===== config.mk =====
export PLATFORM = sky130hd
export DESIGN_NAME = opt1_acc_drain_flat
export DESIGN_NICKNAME = d
export VERILOG_FILES = /design/src/rtl/opt1_acc_drain_if.sv /design/src/rtl/opt1_acc_drain.sv /design/src/flat_wrapper.sv
export SDC_FILE = /design/constraint.sdc
export NUM_CORES = 1
export LEC_CHECK = 0
export BUFFER_PORTS_ARGS = -buffer_cell sky130_fd_sc_hd__buf_2
export CAP_MARGIN = 15
export CORE_UTILIZATION = 40
export DETAILED_ROUTE_END_ITERATION = 6
export HOLD_SLACK_MARGIN = 0.08
export PLACE_DENSITY = 0.65
export SLEW_MARGIN = 30
export SYNTH_ARGS = -nofsm -noshare
export SYNTH_HDL_FRONTEND = slang
export SYNTH_SLANG_ARGS = --single-unit
export TNS_END_PERCENT = 10

===== constraint.sdc =====
create_clock -name clk -period 4 [get_ports clk]
set_input_delay 0.4 -clock clk [delete_from_list [all_inputs] [get_ports clk]]
set_output_delay 0.4 -clock clk [all_outputs]
set_load 0.02 [all_outputs]

===== src/rtl/opt1_acc_drain_if.sv =====
// Handshake bundle between a PE carry-save drain and its consumer.
// Widths must match the opt1_acc_drain instance it connects to.
interface opt1_acc_drain_if #(
  parameter int ACC_WIDTH = 32,
  parameter int OUT_WIDTH = 16
);
  logic [ACC_WIDTH-1:0] acc_sum_in;
  logic [ACC_WIDTH-1:0] acc_carry_in;
  logic                 in_valid;
  logic                 in_ready;
  logic [OUT_WIDTH-1:0] out_data;
  logic                 out_sat;
  logic                 out_valid;
  logic                 out_ready;

  modport master (
    output acc_sum_in, acc_carry_in, in_valid, out_ready,
    input  in_ready, out_data, out_sat, out_valid
  );

  modport slave (
    input  acc_sum_in, acc_carry_in, in_valid, out_ready,
    output in_ready, out_data, out_sat, out_valid
  );
endinterface


===== src/rtl/opt1_acc_drain.sv =====
// Resolves a carry-save accumulator pair, shifts and narrows it (OPT1_ACC_SAT_EN clamps).
// Latency 3 cycles, one pair per cycle; stalls propagate back stage by stage to in_ready.
module opt1_acc_drain #(
  parameter int ACC_WIDTH = 32,
  parameter int OUT_WIDTH = 16,
  parameter int SHIFT     = 0
) (
  input  logic              clk,
  input  logic              rst,
  opt1_acc_drain_if.slave   bus
);
  localparam int H = ACC_WIDTH / 2;

  logic                 s1_vld, s2_vld, s3_vld;
  logic                 s1_ld, s2_ld, s3_ld;
  logic [H-1:0]         s1_lo, s1_sum_hi, s1_carry_hi;
  logic                 s1_co;
  logic [ACC_WIDTH-1:0] s2_r;
  logic [OUT_WIDTH-1:0] s3_dat, nxt_dat;
  logic [H:0]           lo_full;

  // Each stage may load when the one after it is empty or emptying this cycle.
  assign s3_ld        = !s3_vld || bus.out_ready;
  assign s2_ld        = !s2_vld || s3_ld;
  assign s1_ld        = !s1_vld || s2_ld;
  assign bus.in_ready = s1_ld;

  assign lo_full = {1'b0, bus.acc_sum_in[H-1:0]} + {1'b0, bus.acc_carry_in[H-1:0]};

  assign bus.out_valid = s3_vld;
  assign bus.out_data  = s3_dat;

`ifdef OPT1_ACC_SAT_EN
  logic signed [ACC_WIDTH-1:0]   v;
  logic [ACC_WIDTH-OUT_WIDTH:0]  v_top;
  logic                          ovf;
  logic                          s3_sat;

  assign v     = $signed(s2_r) >>> SHIFT;
  // Fits in OUT_WIDTH only if every bit from the output sign bit upward agrees.
  assign v_top = v[ACC_WIDTH-1:OUT_WIDTH-1];
  assign ovf   = !((&v_top) || !(|v_top));

  always_comb begin
    nxt_dat = v[OUT_WIDTH-1:0];
    if (ovf) begin
      nxt_dat = v[ACC_WIDTH-1] ? {1'b1, {(OUT_WIDTH-1){1'b0}}}
                               : {1'b0, {(OUT_WIDTH-1){1'b1}}};
    end
  end

  always_ff @(posedge clk or posedge rst) begin
    if (rst) begin
      s3_sat <= 1'b0;
    end else if (s3_ld && s2_vld) begin
      s3_sat <= ovf;
    end
  end

  assign bus.out_sat = s3_sat;
`else
  assign nxt_dat     = OUT_WIDTH'($signed(s2_r) >>> SHIFT);
  assign bus.out_sat = 1'b0;
`endif

  always_ff @(posedge clk or posedge rst) begin
    if (rst) begin
      s1_vld      <= 1'b0;
      s2_vld      <= 1'b0;
      s3_vld      <= 1'b0;
      s1_lo       <= '0;
      s1_co       <= 1'b0;
      s1_sum_hi   <= '0;
      s1_carry_hi <= '0;
      s2_r        <= '0;
      s3_dat      <= '0;
    end else begin
      if (s1_ld) begin
        s1_vld <= bus.in_valid;
        if (bus.in_valid) begin
          s1_lo       <= lo_full[H-1:0];
          s1_co       <= lo_full[H];
          s1_sum_hi   <= bus.acc_sum_in[ACC_WIDTH-1:H];
          s1_carry_hi <= bus.acc_carry_in[ACC_WIDTH-1:H];
        end
      end
      if (s2_ld) begin
        s2_vld <= s1_vld;
        if (s1_vld) begin
          s2_r <= {s1_sum_hi + s1_carry_hi + {{(H-1){1'b0}}, s1_co}, s1_lo};
        end
      end
      if (s3_ld) begin
        s3_vld <= s2_vld;
        if (s2_vld) begin
          s3_dat <= nxt_dat;
        end
      end
    end
  end
endmodule


===== src/flat_wrapper.sv =====
// flat-port wrapper written by rule: the top's interface ports become plain ports
module opt1_acc_drain_flat 
#(
  parameter int ACC_WIDTH = 32,
  parameter int OUT_WIDTH = 16,
  parameter int SHIFT     = 0
)
  (clk, rst, bus_acc_sum_in, bus_acc_carry_in, bus_in_valid, bus_out_ready, bus_in_ready, bus_out_data, bus_out_sat, bus_out_valid);
  opt1_acc_drain_if #(.ACC_WIDTH(ACC_WIDTH), .OUT_WIDTH(OUT_WIDTH)) bus_i ();
  input  logic clk;
  input  logic rst;
  input wire logic [$bits(bus_i.acc_sum_in)-1:0] bus_acc_sum_in;
  input wire logic [$bits(bus_i.acc_carry_in)-1:0] bus_acc_carry_in;
  input wire logic [$bits(bus_i.in_valid)-1:0] bus_in_valid;
  input wire logic [$bits(bus_i.out_ready)-1:0] bus_out_ready;
  output wire logic [$bits(bus_i.in_ready)-1:0] bus_in_ready;
  output wire logic [$bits(bus_i.out_data)-1:0] bus_out_data;
  output wire logic [$bits(bus_i.out_sat)-1:0] bus_out_sat;
  output wire logic [$bits(bus_i.out_valid)-1:0] bus_out_valid;
  assign bus_i.acc_sum_in = bus_acc_sum_in;
  assign bus_i.acc_carry_in = bus_acc_carry_in;
  assign bus_i.in_valid = bus_in_valid;
  assign bus_i.out_ready = bus_out_ready;
  assign bus_in_ready = bus_i.in_ready;
  assign bus_out_data = bus_i.out_data;
  assign bus_out_sat = bus_i.out_sat;
  assign bus_out_valid = bus_i.out_valid;
  opt1_acc_drain #(.ACC_WIDTH(ACC_WIDTH), .OUT_WIDTH(OUT_WIDTH), .SHIFT(SHIFT)) u_core (.clk(clk), .rst(rst), .bus(bus_i));
endmodule

Yosys cells after proc, flatten, opt, wreduce, memory -nomap -nowiden
Index checks and enable logic that the tools add are counted.
{"block": "word_totals", "reg_bits": 51, "out_inout_bits": 19, "wordCells": 16}
{"block": "classes", "add_sub_neg": 1, "n_reduce_logical": 9}
{"cell": "adder 16 x 16 -> 17 bit", "count": 1}
{"cell": "AND reduction 2 bit", "count": 3}
{"cell": "zero test 1 bit", "count": 3}
{"cell": "logical OR 1 bit", "count": 3}

Longest topological paths before layout
{"block": "logic_depth", "depth_word": 5, "depth_mapped": 7, "mapped_depth_nobuf": 7}

Worst setup path before layout
OpenSTA, ideal clock, no wires.
{"block": "synth_timing", "path_kind": "input port to flip-flop", "start": "in bus_acc_carry_in[0]", "end": "reg u_core.s1_lo[12]", "setup_time_ns": 0.079, "arrival_time_ns": 2.033, "t_required_ns": 3.921, "path_slack_ns": 1.887, "cell_stages": 7, "n_path_buf": 0, "cell_sequence": "ha_1 -> fa_1 -> a21oi_1 -> o211ai_1 -> and2_1 -> a221oi_1 -> mux2i_1"}
{"block": "synth_between", "elab_chain_len": 1}
{"item": "start: declaration", "line": "flat_wrapper.sv:13", "source": "input wire logic [$bits(bus_i.acc_carry_in)-1:0] bus_acc_carry_in;"}
{"item": "adder 16 x 16 -> 17 bit", "line": "opt1_acc_drain.sv:28", "source": "assign lo_full = {1'b0, bus.acc_sum_in[H-1:0]} + {1'b0, bus.acc_carry_in[H-1:0]};"}
{"item": "end signal: assignment", "line": "opt1_acc_drain.sv:81", "source": "s1_lo <= lo_full[H-1:0];"}
{"item": "end: declaration", "line": "opt1_acc_drain.sv:16", "source": "logic [H-1:0] s1_lo, s1_sum_hi, s1_carry_hi;"}
No other way between the ends.
A chain may end at the register's enable or synchronous reset.

Worst setup path after layout
Same ends and word-level chain as after synthesis.

==> results.md <==
- Final WL: between 4000 and 5000 um
- Synth unique cells: 46
- Post-CTS sizing: 0
- DIE HEIGHT: 84.37 um
- Maximum vdd drop: 0.0001552 V
- Clk_skew: 0.006944 ns
- Area contributors post-synth: dfrtp_1 47%, mux2_2 13%, ha_1 6.9%, nand2_1 4.0%, a21oi_1 2.6%
- Port bufs: 53
- Synth-to-layout area growth: 14.48%
- CP startpoint kind: primary input
- All-Layer GR Usage: 14.64%
- Syn avg cell area: 11.12 um^2
- Final nets: between 300 and 400
- CP max stage cell: fa_1
- Max-Cap Viols: 0
- Vias after detailed routing: 1895
- Initial antenna violation count: 0
- Synth warnings: 0
- Setup Viol. Count Final: 0
- Synth async-reset ratio: 100.0%
- Critical path endpoint category: register
- Hold Crit Class: in -> async
- Outcome: complete, but fails checks
- Max-slew violations: 0
- Inserted Clock Buffers: 5
- Cell area after synthesis: 0.002714 mm^2
- EDFF count, synth: 0
- Congestion Overflow GR: 0
- Worst Path Arrival: 2.42 ns
- Clk slew on worst S/H paths: 0.08 ns
- Commonest cells post-synth: 51 x dfrtp_1, 32 x mux2_2, 29 x nand2_1
- Crit path time final: 2.196 ns
- Setup_tns: 0 ns
- Vias in the first global route: about 1800
- Cell with the most instances after synthesis: dfrtp_1
- GPL Wtd Cong: 0.8166
- Post-synth top area cell: dfrtp_1
- Clock latency on the worst-skew pair: 0.30 ns
- P per Cell Area: 505.5 mW/mm^2
- DPL Wire Length: 3630 um
- Rows: 29
- RSZ-0062 raised after global routing: false
- Cts hold-fix bufs: 0
- Final Hold Viols: 0
- CP max FO: 4
- Inst Count DP: roughly 360
- Final ANT Viol Nets: 0
- Dominant synthesized flop cell: dfrtp_1
- Period utilization: 54.91%
- First-pass GRT wire length: roughly 8300 um
- Starting DRT DRC Count: 37
- Register bit total from synthesis: 51
- CTS Sinks: 51
- Lkg Pwr: 1.453 nW
- Layout cells sized above 1: ~34%
- Largest net degree at the start of global routing: 52
- Vias per Instance: 5.122
- Cells after Synth: 244
- Post-route DRC violation count: 6
- Post-synthesis sequential area ratio: 47.03%
- Die Wd: 84.37 um
- Met2 Use GR: between 20% and 30%
- Peak Freq: 455.3 MHz
- Post-synth top area share: 47.03%
- Core area: between 0.006 and 0.007 mm^2
- Htree depth: 2
- Non-Filler Instances: 370
- Initial Util: between 40 and 50%
- Syn Nets: 328
- Worst stage delay on the critical path: between 0.4 and 0.5 ns
- DR WL/cell: 12.87 um
- Setup CP Type: in -> reg
- IO Count: 87
- Root Driver: clkbuf_8
- TritonRoute pass-1 iters: 6
- Worst relative slew slack: 42.56%
- Worst-margin pin slew: 0.8596 ns
- GRT Max-Usage Layer: met2
- Post-CTS Setup Bufs: 0
- CP required: between 4 and 5 ns
- CP cell instances: buf_2, ha_1, fa_1, a21oi_1, o211ai_1, and2_1, a221oi_1, mux2i_1
- Die ar.: roughly 0.007 mm^2
- Diodes inserted: 0
- GR Util met1: 19.87%
- Violated checks: DRC
- Met3 usage: 2.458%
- TritonCTS clock tree: built
- Clk buf depth: 2
==> routing by layer <==
metal  vias up  share of wire [%]
met5         -                  0
met4         0                1.9
met3         7                4.7
met2        46                 45
met1       862                 49
li1        980                  -
==> area by class of cell <==
cell class,count,area (um^2)
Multi-Input combinational cell,177,1360
Sequential cell,51,1276
Clock inverter,1,5.005
Inverter,5,21.27
Clock buffer,6,82.58
Fill cell,631,3352
Timing Repair Buffer,53,265.3
Tap cell,77,96.34
==> stage by stage <==
stage / hold slack, ns / area [um^2] / setup WS (ns) / power [mW] / util [%]
2_1_floorplan: 0.4418 / 2714 / 1.887 / 1.141 / -
3_3_place_gp: 0.4586 / 3017 / 1.479 / 1.286 / 46.71
3_5_place_dp: 0.4672 / 3019 / 1.467 / 1.304 / 46.75
4_1_cts: 0.1962 / 3107 / 1.749 / 1.591 / 48.10
5_1_grt: 0.2302 / 3107 / 1.625 / 1.675 / 48.10
6_report: 0.1793 / 3107 / 1.804 / 1.570 / 48.10
==> sequential cells by signal, indices dropped and copies added (netlist names) <==
register              cells
u_core.s1_vld             1
u_core.s2_r              16
u_core.bus.out_data      16
u_core.s1_lo             16
u_core.bus.out_valid      1
u_core.s2_vld             1
==> worst max-delay path: cells and delay by family <==
| family | cells | cell delay [ns] |
|---|---|---|
| fa+ha+maj | 2 | 0.62 |
| simple gates | 1 | 0.21 |
| compound gates | 3 | 0.86 |
| mux | 1 | 0.23 |
| buf+inv | 1 | 0.10 |
==> where the power goes <==
| part | internal, mW | total (mW) | switching, mW |
|---|---|---|---|
| clock network | 0.136 | 0.287 | 0.151 |
| registers | 0.683 | 0.765 | 0.0825 |
| logic | 0.239 | 0.518 | 0.279 |
| total | 1.06 | 1.57 | 0.513 |
==> layout by cell type (no fill, tap or decap), types with 2 or more instances in the layout <==
cell	instances
nor3_1	4
o31ai_1	5
dfrtp_1	51
nand3_1	2
and2_1	2
o21ai_0	11
nand2b_1	4
clkbuf_8	6
nand2_1	29
buf_2	53
a211oi_1	5
inv_1	4
nor2_1	6
a31oi_1	3
xor2_1	5
a21oi_1	14
ha_1	15
a21o_1	4
o31ai_2	2
nand4b_1	2
o21a_1	5
mux2_2	32
and3_1	3
xnor2_1	4
==> worst paths after layout <==
kind                            depth (start not counted)                 endpoint                 from  slack [ns]
worst max-delay path                                    8         u_core.s1_lo[12]  bus_acc_carry_in[0]        1.80
worst min-delay path                                    2  u_core.bus.out_data[12]                  rst        0.18
worst max register to register                          5         u_core.s1_lo[12]        u_core.s2_vld        2.28
worst min register to register                          2          u_core.s1_lo[2]      u_core.s1_lo[2]        0.48
max in group asynchronous                               2   u_core.bus.out_data[0]                  rst        3.41
min in group clk                                        2            u_core.s1_vld         bus_in_valid        0.31
==> cells by family (layout without fill, tap and decap cells) <==
| group | after synthesis | count (layout) | share of synthesized area [%] |
|---|---|---|---|
| AND/OR/NAND/NOR | 63 | 63 | 11.71 |
| AO/OA/AOI/OAI | 55 | 55 | 14.06 |
| flip-flops | 51 | 51 | 47.03 |
| multiplexers | 33 | 33 | 13.65 |
| adder cells (fa/ha/maj) | 16 | 16 | 7.653 |
| buffers and inverters | 16 | 65 | 2.858 |
| XOR/XNOR | 9 | 9 | 2.904 |
| other | 1 | 1 | 0.1382 |
No activity file was read; power rests on OpenSTA's default activity.
